File: src/rtl/prefetch_unit.sv
// Instruction prefetch front end: one outstanding ROM request, DEPTH-entry FIFO, jump flush.
// Optional same-cycle bypass of ROM data to inst_* when PREFETCH_BYPASS_EN is defined.
module prefetch_unit #(
    parameter int unsigned     XLEN     = 32,
    parameter int unsigned     DEPTH    = 4,
    parameter logic [XLEN-1:0] RESET_PC = '0
) (
    input  logic            clk,
    input  logic            rst,
    input  logic            jump_en_i,
    input  logic [XLEN-1:0] jump_addr_i,
    input  logic            hold_flag_i,
    output logic            rom_req_o,
    output logic [XLEN-1:0] rom_addr_o,
    input  logic            rom_rvalid_i,
    input  logic [XLEN-1:0] rom_inst_i,
    output logic            inst_valid_o,
    output logic [XLEN-1:0] inst_o,
    output logic [XLEN-1:0] inst_addr_o
);

    localparam int unsigned     AW      = $clog2(DEPTH);
    localparam logic [AW:0]     DEPTH_C = (AW+1)'(DEPTH);
    localparam logic [XLEN-1:0] NOP     = XLEN'(32'h0000_0013);

    localparam logic [1:0] S_FETCH = 2'd0;
    localparam logic [1:0] S_WAIT  = 2'd1;
    localparam logic [1:0] S_DROP  = 2'd2;

    logic [1:0]      state_q, state_d;
    logic [XLEN-1:0] fetch_pc_q, fetch_pc_d;
    logic [XLEN-1:0] req_addr_q, req_addr_d;
    logic [AW:0]     rd_ptr_q, rd_ptr_d;
    logic [AW:0]     wr_ptr_q, wr_ptr_d;
    logic [AW:0]     count_q, count_d;
    logic [XLEN-1:0] fifo_data_q [DEPTH];
    logic [XLEN-1:0] fifo_addr_q [DEPTH];

    logic            head_valid, rsp_live, bypass, pop, fifo_pop, push, issue;
    logic [AW:0]     count_after;

    always_comb begin
        head_valid = (count_q != '0);
        rsp_live   = rst && (state_q == S_WAIT) && rom_rvalid_i;
`ifdef PREFETCH_BYPASS_EN
        bypass     = rsp_live && !head_valid && !jump_en_i;
`else
        bypass     = 1'b0;
`endif
        inst_valid_o = head_valid || bypass;
        inst_o       = NOP;
        inst_addr_o  = '0;
        if (head_valid) begin
            inst_o      = fifo_data_q[rd_ptr_q[AW-1:0]];
            inst_addr_o = fifo_addr_q[rd_ptr_q[AW-1:0]];
        end else if (bypass) begin
            inst_o      = rom_inst_i;
            inst_addr_o = req_addr_q;
        end

        pop      = inst_valid_o && !hold_flag_i && !jump_en_i;
        fifo_pop = pop && head_valid;
        // A bypassed word that is consumed never touches the FIFO.
        push     = rsp_live && !jump_en_i && !(bypass && pop);
        count_after = count_q - {{AW{1'b0}}, fifo_pop} + {{AW{1'b0}}, push};

        // The new request's response needs a free slot once this cycle's pop/push settle.
        issue = rst && !jump_en_i && ((state_q == S_FETCH) || rsp_live) && (count_after < DEPTH_C);

        rom_req_o  = issue;
        rom_addr_o = fetch_pc_q;

        state_d    = state_q;
        fetch_pc_d = fetch_pc_q;
        req_addr_d = req_addr_q;
        rd_ptr_d   = rd_ptr_q + {{AW{1'b0}}, fifo_pop};
        wr_ptr_d   = wr_ptr_q + {{AW{1'b0}}, push};
        count_d    = count_after;

        if (issue) begin
            fetch_pc_d = fetch_pc_q + XLEN'(4);
            req_addr_d = fetch_pc_q;
        end

        if (jump_en_i) begin
            fetch_pc_d = jump_addr_i;
            rd_ptr_d   = '0;
            wr_ptr_d   = '0;
            count_d    = '0;
            case (state_q)
                S_WAIT:  state_d = rom_rvalid_i ? S_FETCH : S_DROP;
                S_DROP:  state_d = rom_rvalid_i ? S_FETCH : S_DROP;
                default: state_d = S_FETCH;
            endcase
        end else begin
            case (state_q)
                S_FETCH: if (issue) state_d = S_WAIT;
                S_WAIT:  if (rom_rvalid_i) state_d = issue ? S_WAIT : S_FETCH;
                S_DROP:  if (rom_rvalid_i) state_d = S_FETCH;
                default: state_d = S_FETCH;
            endcase
        end
    end

    always_ff @(posedge clk) begin
        if (!rst) begin
            state_q    <= S_FETCH;
            fetch_pc_q <= RESET_PC;
            req_addr_q <= RESET_PC;
            rd_ptr_q   <= '0;
            wr_ptr_q   <= '0;
            count_q    <= '0;
        end else begin
            state_q    <= state_d;
            fetch_pc_q <= fetch_pc_d;
            req_addr_q <= req_addr_d;
            rd_ptr_q   <= rd_ptr_d;
            wr_ptr_q   <= wr_ptr_d;
            count_q    <= count_d;
        end
    end

    always_ff @(posedge clk) begin
        if (push) begin
            fifo_data_q[wr_ptr_q[AW-1:0]] <= rom_inst_i;
            fifo_addr_q[wr_ptr_q[AW-1:0]] <= req_addr_q;
        end
    end

endmodule

File: config.mk
export PLATFORM = sky130hd
export DESIGN_NAME = prefetch_unit
export DESIGN_NICKNAME = d
export VERILOG_FILES = /design/src/rtl/prefetch_unit.sv
export SDC_FILE = /design/constraint.sdc
export NUM_CORES = 1
export LEC_CHECK = 0
export CAP_MARGIN = 0
export CORE_MARGIN = 2
export CORE_UTILIZATION = 23
export CTS_CLUSTER_DIAMETER = 120
export DETAILED_ROUTE_END_ITERATION = 6
export PLACE_DENSITY = 0.44
export SYNTH_ARGS = -nofsm -noshare
export SYNTH_HDL_FRONTEND = slang
export SYNTH_SLANG_ARGS = --single-unit
File: constraint.sdc
create_clock -name clk -period 9.2 [get_ports clk]
set_clock_uncertainty 0.2 [all_clocks]
set_input_delay 1.38 -clock clk [delete_from_list [all_inputs] [get_ports clk]]
set_output_delay 1.38 -clock clk [all_outputs]
set_load 0.005 [all_outputs]
==> flow_metrics.env, run 1 <==
export IMPL_cts_htree_levels=2
export IMPL_die_y_um=242
export IMPL_critPathLaunchType="input pin"
export IMPL_syn_avg_cell_area_um2=15.7
export IMPL_worst_r2r_setup_slack_ps=5300
export IMPL_clk_latency_ps=550
export IMPL_fin_nets=1087
export IMPL_synth_warnings=0
export IMPL_pin_count=167
export IMPL_switchingPower_uw=717
export IMPL_ctsRootBufferMaster="clkbuf_16"
export IMPL_critPathRequiredTime_ps=7620
export IMPL_ys_ff_latch=329
export IMPL_final_common_cell="edfxtp_1"
export IMPL_via_per_inst=4.34
export IMPL_netlist_area_um2=13100
export IMPL_gp_congestion=0.728
export IMPL_antenna_found_initial=0
export IMPL_hold_start="req_addr_q[16]"
export IMPL_grt_max_degree=52
export IMPL_cts_resized=0
export IMPL_slew_violations=0
export IMPL_whs_path_depth=2
export IMPL_cp_arrival_ps=5030
export IMPL_top_layer_used="met4"
export IMPL_grt_ovfl_total=0
export IMPL_drt_iter0_markers=465
export IMPL_p_leak_nw=5.10
export IMPL_grt_setup_unrepaired="no"
export IMPL_grt_use_total=0.118
export IMPL_rr_worst_depth=11
export IMPL_grt_pass1_vias=7969
export IMPL_clockBufferDepth=3
export IMPL_finalCoreUtilization=0.303
export IMPL_worst_slew_pin_slew_ps=1050
export IMPL_rr_endpoint="rom_addr_o[19]"
export IMPL_die_w_um=242
export IMPL_power_frac_seq=0.484
export IMPL_finalSetupViolations=0
export IMPL_wire_per_inst_um=19.4
export IMPL_multi_input_area_um2=3730
export IMPL_synth_distinct_cells=49
export IMPL_antenna_left=0
export IMPL_outcome="finished, final reports clean"
export IMPL_wl_met1_um=16400
export IMPL_rows=87
export IMPL_ir_worst_vdd_uv=116
export IMPL_cts_sink_count=329
export IMPL_ys_seq_area_frac=0.701
export IMPL_hold_viol_final=0
export IMPL_wl_met3_um=2130
export IMPL_crit_type="in2out"
export IMPL_area_growth_pct=30.4
export IMPL_ys_async_sr_fraction=0
export IMPL_r2r_start="state_q[1]"
export IMPL_hpwlAfterDp_um=21600
export IMPL_final_cell_mix="256 x edfxtp_1, 166 x clkdlybuf4s50_1, 88 x nand2_1"
export IMPL_postCtsHoldBufs=0
export IMPL_drcViolationCount=0
export IMPL_ys_flop_type="edfxtp_1"
export IMPL_finalCritPeriodShare=0.719
export IMPL_die_area_um2=58700
export IMPL_cts_tree="yes"
export IMPL_stdcell_count=1799
export IMPL_postCtsSetupRepairBufs=0
export IMPL_end_kind="primary output"
export IMPL_fillers=5628
export IMPL_drive_gt1_frac=0.153
export IMPL_p_comb_frac=0.039
export IMPL_synth_edff_count=256
export IMPL_power_density_nw_per_um2=200
export IMPL_floorplan_initialDensity=0.232
export IMPL_slew_limit_headroom=0.301
export IMPL_internal_power_mw=2.68
export IMPL_syn_inst=833
export IMPL_synth_nets=909
export IMPL_drv_cap=0
export IMPL_clockPowerShare=0.477
export IMPL_route_met2_wl_um=15700
export IMPL_min_path_type="reg2reg"
export IMPL_grt_pass1_wl_um=52300
export IMPL_fmax_mhz=151
export IMPL_core_um2=56300
export IMPL_path_clk_slew_ps=50
export IMPL_num_vias=7801
export IMPL_switching_share=0.211
export IMPL_cts_buffers=40
export IMPL_fin_crit_ps=6610
export IMPL_setup_tns_ps=0
export IMPL_seq_area_um2=9160
export IMPL_drt_total_wl_um=35000
export IMPL_port_buffers=166
export IMPL_critPathMaxFanout=37
export IMPL_place_inst=1725
export IMPL_first_pass_iters=4
export IMPL_min_to="req_addr_q[16]"
-- registers in the layout (all words and copies together), names as in the netlist --
signal and cells:
rom_addr_o 32, fifo_data_q 128, wr_ptr_q 2, fifo_addr_q 128, count_q 3, req_addr_q 32
state_q 2, rd_ptr_q 2
-- layout make-up --
cell class / instances / area share
timing repair buffer: 181 / 0.104
inverter: 10 / 0.00220
clock buffer: 54 / 0.0701
multi-input combinational: 449 / 0.219
antenna: 1 / 0.000147
sequential: 329 / 0.538
tap: 756 / 0.0556
clock inverter: 19 / 0.0110
-- cell families after synthesis --
family	after synthesis	share of synthesized area
xor gates and xnor gates	12	0.0103
adders and majority gates	7	0.00728
and+or+nand+nor	245	0.0996
AOI/OAI and AO/OA	119	0.0539
buffers and inverters	55	0.0163
muxes	66	0.112
DFF	329	0.701
-- power groups by stage --
stage / registers [mW] / clock network [mW] / logic, mW
after floorplan: 1.66 / 0 / 0.0535
after global placement: 1.68 / 0 / 0.135
after detailed placement: 1.68 / 0 / 0.135
after CTS: 1.64 / 1.68 / 0.136
after global routing: 1.65 / 1.74 / 0.147
final: 1.64 / 1.62 / 0.134
-- worst max-delay path by stage --
stage               from  slack (ps)  cells after the start           endpoint
5_1_grt              rst        2350                     11          rom_req_o
6_report             rst        2590                     11          rom_req_o
3_5_place_dp         rst        2570                     11          rom_req_o
4_1_cts              rst        2560                     11          rom_req_o
3_3_place_gp         rst        2660                     11          rom_req_o
2_1_floorplan  jump_en_i         420                      3  fifo_addr_q[0][0]
-- worst max-delay path, cell delays in order --
cell	delay, ps
clkdlybuf4s50_1	450
buf_4	300
nand3_1	300
xor2_1	230
nor2_1	60
ha_1	210
fa_1	400
xor3_1	370
nand3_1	150
inv_2	520
clkdlybuf4s50_1	630
-- per-layer routing --
layer  global-route usage  up-vias
li1                     -     3618
met1                0.162     3933
met2                0.182      200
met3               0.0340       50
met4               0.0330        0
met5                    0        -
-- Yosys cell counts, types with 3 or more instances --
master	count	share of area
edfxtp_1	256	0.59
nand2_1	88	0.025
dfxtp_1	73	0.11
and2_1	65	0.031
mux4_2	64	0.11
a21oi_1	42	0.016
clkbuf_1	33	0.0095
o21ai_0	32	0.012
a31oi_1	18	0.0086
nand3_1	14	0.0054
nor2_1	14	0.0040
nand4_1	11	0.0053
nor4_1	11	0.0053
o31ai_1	11	0.0063
or4_1	11	0.0063
inv_1	9	0.0026
buf_1	7	0.0020
ha_1	6	0.0057
xnor2_1	6	0.0040
and4_1	5	0.0034
buf_2	5	0.0019
and3_1	4	0.0019
nor3b_1	4	0.0023
or3_1	4	0.0019
xor2_1	4	0.0027
nor2b_1	3	0.0014
nor3_1	3	0.0011
or2_2	3	0.0014
-- metrics by stage --
step | hold slack, ps | power (mW) | area (um2) | setup slack (ps)
after floorplan | 260 | 1.72 | 13100 | 421
after global placement | 282 | 1.81 | 15600 | 2660
after detailed placement | 292 | 1.81 | 15600 | 2570
after CTS | 303 | 3.46 | 17000 | 2560
after global routing | 328 | 3.53 | 17000 | 2350
final | 298 | 3.40 | 17000 | 2590
Power figures use the tool's default switching activity.
==> run 2: changes to the inputs <==
PLACE_DENSITY = 0.43   (was 0.44)
clock period = 6.39 ns   (was 9.2 ns; I/O delays follow)
==> run 2 against run 1 <==
- combinational power increased by 44%
- hold slack improved by 1.5 ps
- power increased by 40%
- wire length increased by 0.63%
- via count decreased by 0.17%
- final area decreased by 0.37%
- die area unchanged
- first-iteration DRC count increased by 8.6%
- final cell count about the same
- worst setup slack got worse by 1300 ps
- critical path type unchanged
==> flow_metrics.env, run 2 (synthesized netlist as in run 1, its figures left out) <==
export IMPL_clockBufferDepth=3
export IMPL_hold_ws_ps=299
export IMPL_cts_tree="yes"
export IMPL_fin_crit_ps=5140
export IMPL_top_usage_layer="met2"
export IMPL_multi_input_area_um2=3740
export IMPL_end_kind="primary output"
export IMPL_clk_latency_ps=560
export IMPL_grt_setup_unrepaired="no"
export IMPL_postCtsSetupRepairBufs=0
export IMPL_cts_resized=0
export IMPL_floorplan_initialDensity=0.232
export IMPL_cts_buffers=40
export IMPL_min_path_type="reg2reg"
export IMPL_ctsRootBufferMaster="clkbuf_16"
export IMPL_antenna_found_initial=0
export IMPL_die_w_um=242
export IMPL_power_density_nw_per_um2=281
export IMPL_drv_cap=0
export IMPL_slowest_stage="clkdlybuf4s50_1"
export IMPL_die_y_um=242
export IMPL_port_buffers=166
export IMPL_wire_per_inst_um=19.6
export IMPL_drcViolationCount=0
export IMPL_area_growth_pct=29.9
export IMPL_ir_worst_vdd_uv=144
export IMPL_fmax_mhz=195
export IMPL_gr_usage_met2=0.187
export IMPL_cp_cell_sequence="clkdlybuf4s50_1 -> nand3_1 -> xor2_1 -> nor2_1 -> ha_1 -> fa_1 -> xor3_1 -> nand3_1 -> inv_2 -> clkdlybuf4s50_1"
export IMPL_gp_congestion=0.756
export IMPL_seq_area_um2=9160
export IMPL_slew_limit_headroom=0.404
export IMPL_finalCritPeriodShare=0.804
export IMPL_grtUsageMet1=0.165
export IMPL_postCtsHoldBufs=0
export IMPL_grt_pass1_vias=8091
export IMPL_hpwlAfterDp_um=21300
export IMPL_cts_sink_count=329
export IMPL_grt_use_total=0.120
export IMPL_final_cell_mix="256 x edfxtp_1, 166 x clkdlybuf4s50_1, 88 x nand2_1"
export IMPL_first_pass_iters=4
export IMPL_fillers=5619
export IMPL_drt_iter0_markers=505
export IMPL_pin_count=167
export IMPL_path_clk_slew_ps=60
export IMPL_use_met3=0.0265
export IMPL_grt_ovfl_total=0
export IMPL_setup_tns_ps=0
export IMPL_worst_slew_pin_slew_ps=893
export IMPL_final_common_cell="edfxtp_1"
export IMPL_drt_total_wl_um=35200
export IMPL_slew_violations=0
export IMPL_grt_pass1_wl_um=53000
export IMPL_core_um2=56300
export IMPL_num_vias=7788
export IMPL_antenna_left=0
export IMPL_critPathRequiredTime_ps=5230
export IMPL_hold_viol_final=0
export IMPL_grt_max_degree=65
export IMPL_critPathLaunchType="input pin"
export IMPL_die_area_um2=58700
export IMPL_cp_arrival_ps=3980
export IMPL_outcome="finished, final reports clean"
export IMPL_crit_path_max_incr_delay_ps=550
export IMPL_drive_gt1_frac=0.148
export IMPL_finalSetupViolations=0
export IMPL_p_leak_nw=5.04
export IMPL_rows=87
export IMPL_critPathMaxFanout=7
export IMPL_cts_htree_levels=2
export IMPL_fin_nets=1087
export IMPL_crit_type="in2out"
export IMPL_via_per_inst=4.33
[run 2: worst paths after layout]
check	cells after the start	slack (ps)	endpoint	start
min reg2reg	2	300	req_addr_q[29]	req_addr_q[29]
max reg2reg	11	2400	rom_addr_o[25]	state_q[1]
min	2	300	req_addr_q[29]	req_addr_q[29]
max	10	1250	rom_req_o	rom_rvalid_i
[run 2: worst max-delay path: cells and delay by family]
kind                     cells  cell delay [ps]
buffers and inverters        3             1150
XOR/XNOR                     2              680
adder cells (fa/ha/maj)      2              630
AND/OR/NAND/NOR              3              560
[run 2: layout make-up]
class	count	area share
clock buffers	52	0.0648
flip-flops and latches	329	0.540
inverters	10	0.00221
well taps	756	0.0558
repair buffers	181	0.107
multi-input cells	449	0.220
clock inverters	22	0.0103
diodes	1	0.000148
[run 2: per-layer routing]
metal  vias up  wire length, um
li1       3617                -
met1      3940            16600
met2       177            16000
met3        54             1770
met4         0              823
met5         -                0
[run 2: stage by stage]
stage               instance area (um2)   util  instances  total power, mW  setup WS (ps)
floorplan                         13100      -        833             2.47            710
global placement                  15700  0.279       1725             2.61           1320
detailed placement                15700  0.279       1725             2.61           1270
CTS                               17000  0.301       1799             4.84           1250
global route                      17000  0.301       1799             4.94           1090
finish                            17000  0.301       1800             4.76           1250
[run 2: report_power, final]
part	internal [mW]	switching, mW	total, mW
clock network	1.30	0.897	2.20
registers	2.32	0.0448	2.37
logic	0.101	0.0920	0.193
total	3.72	1.03	4.76
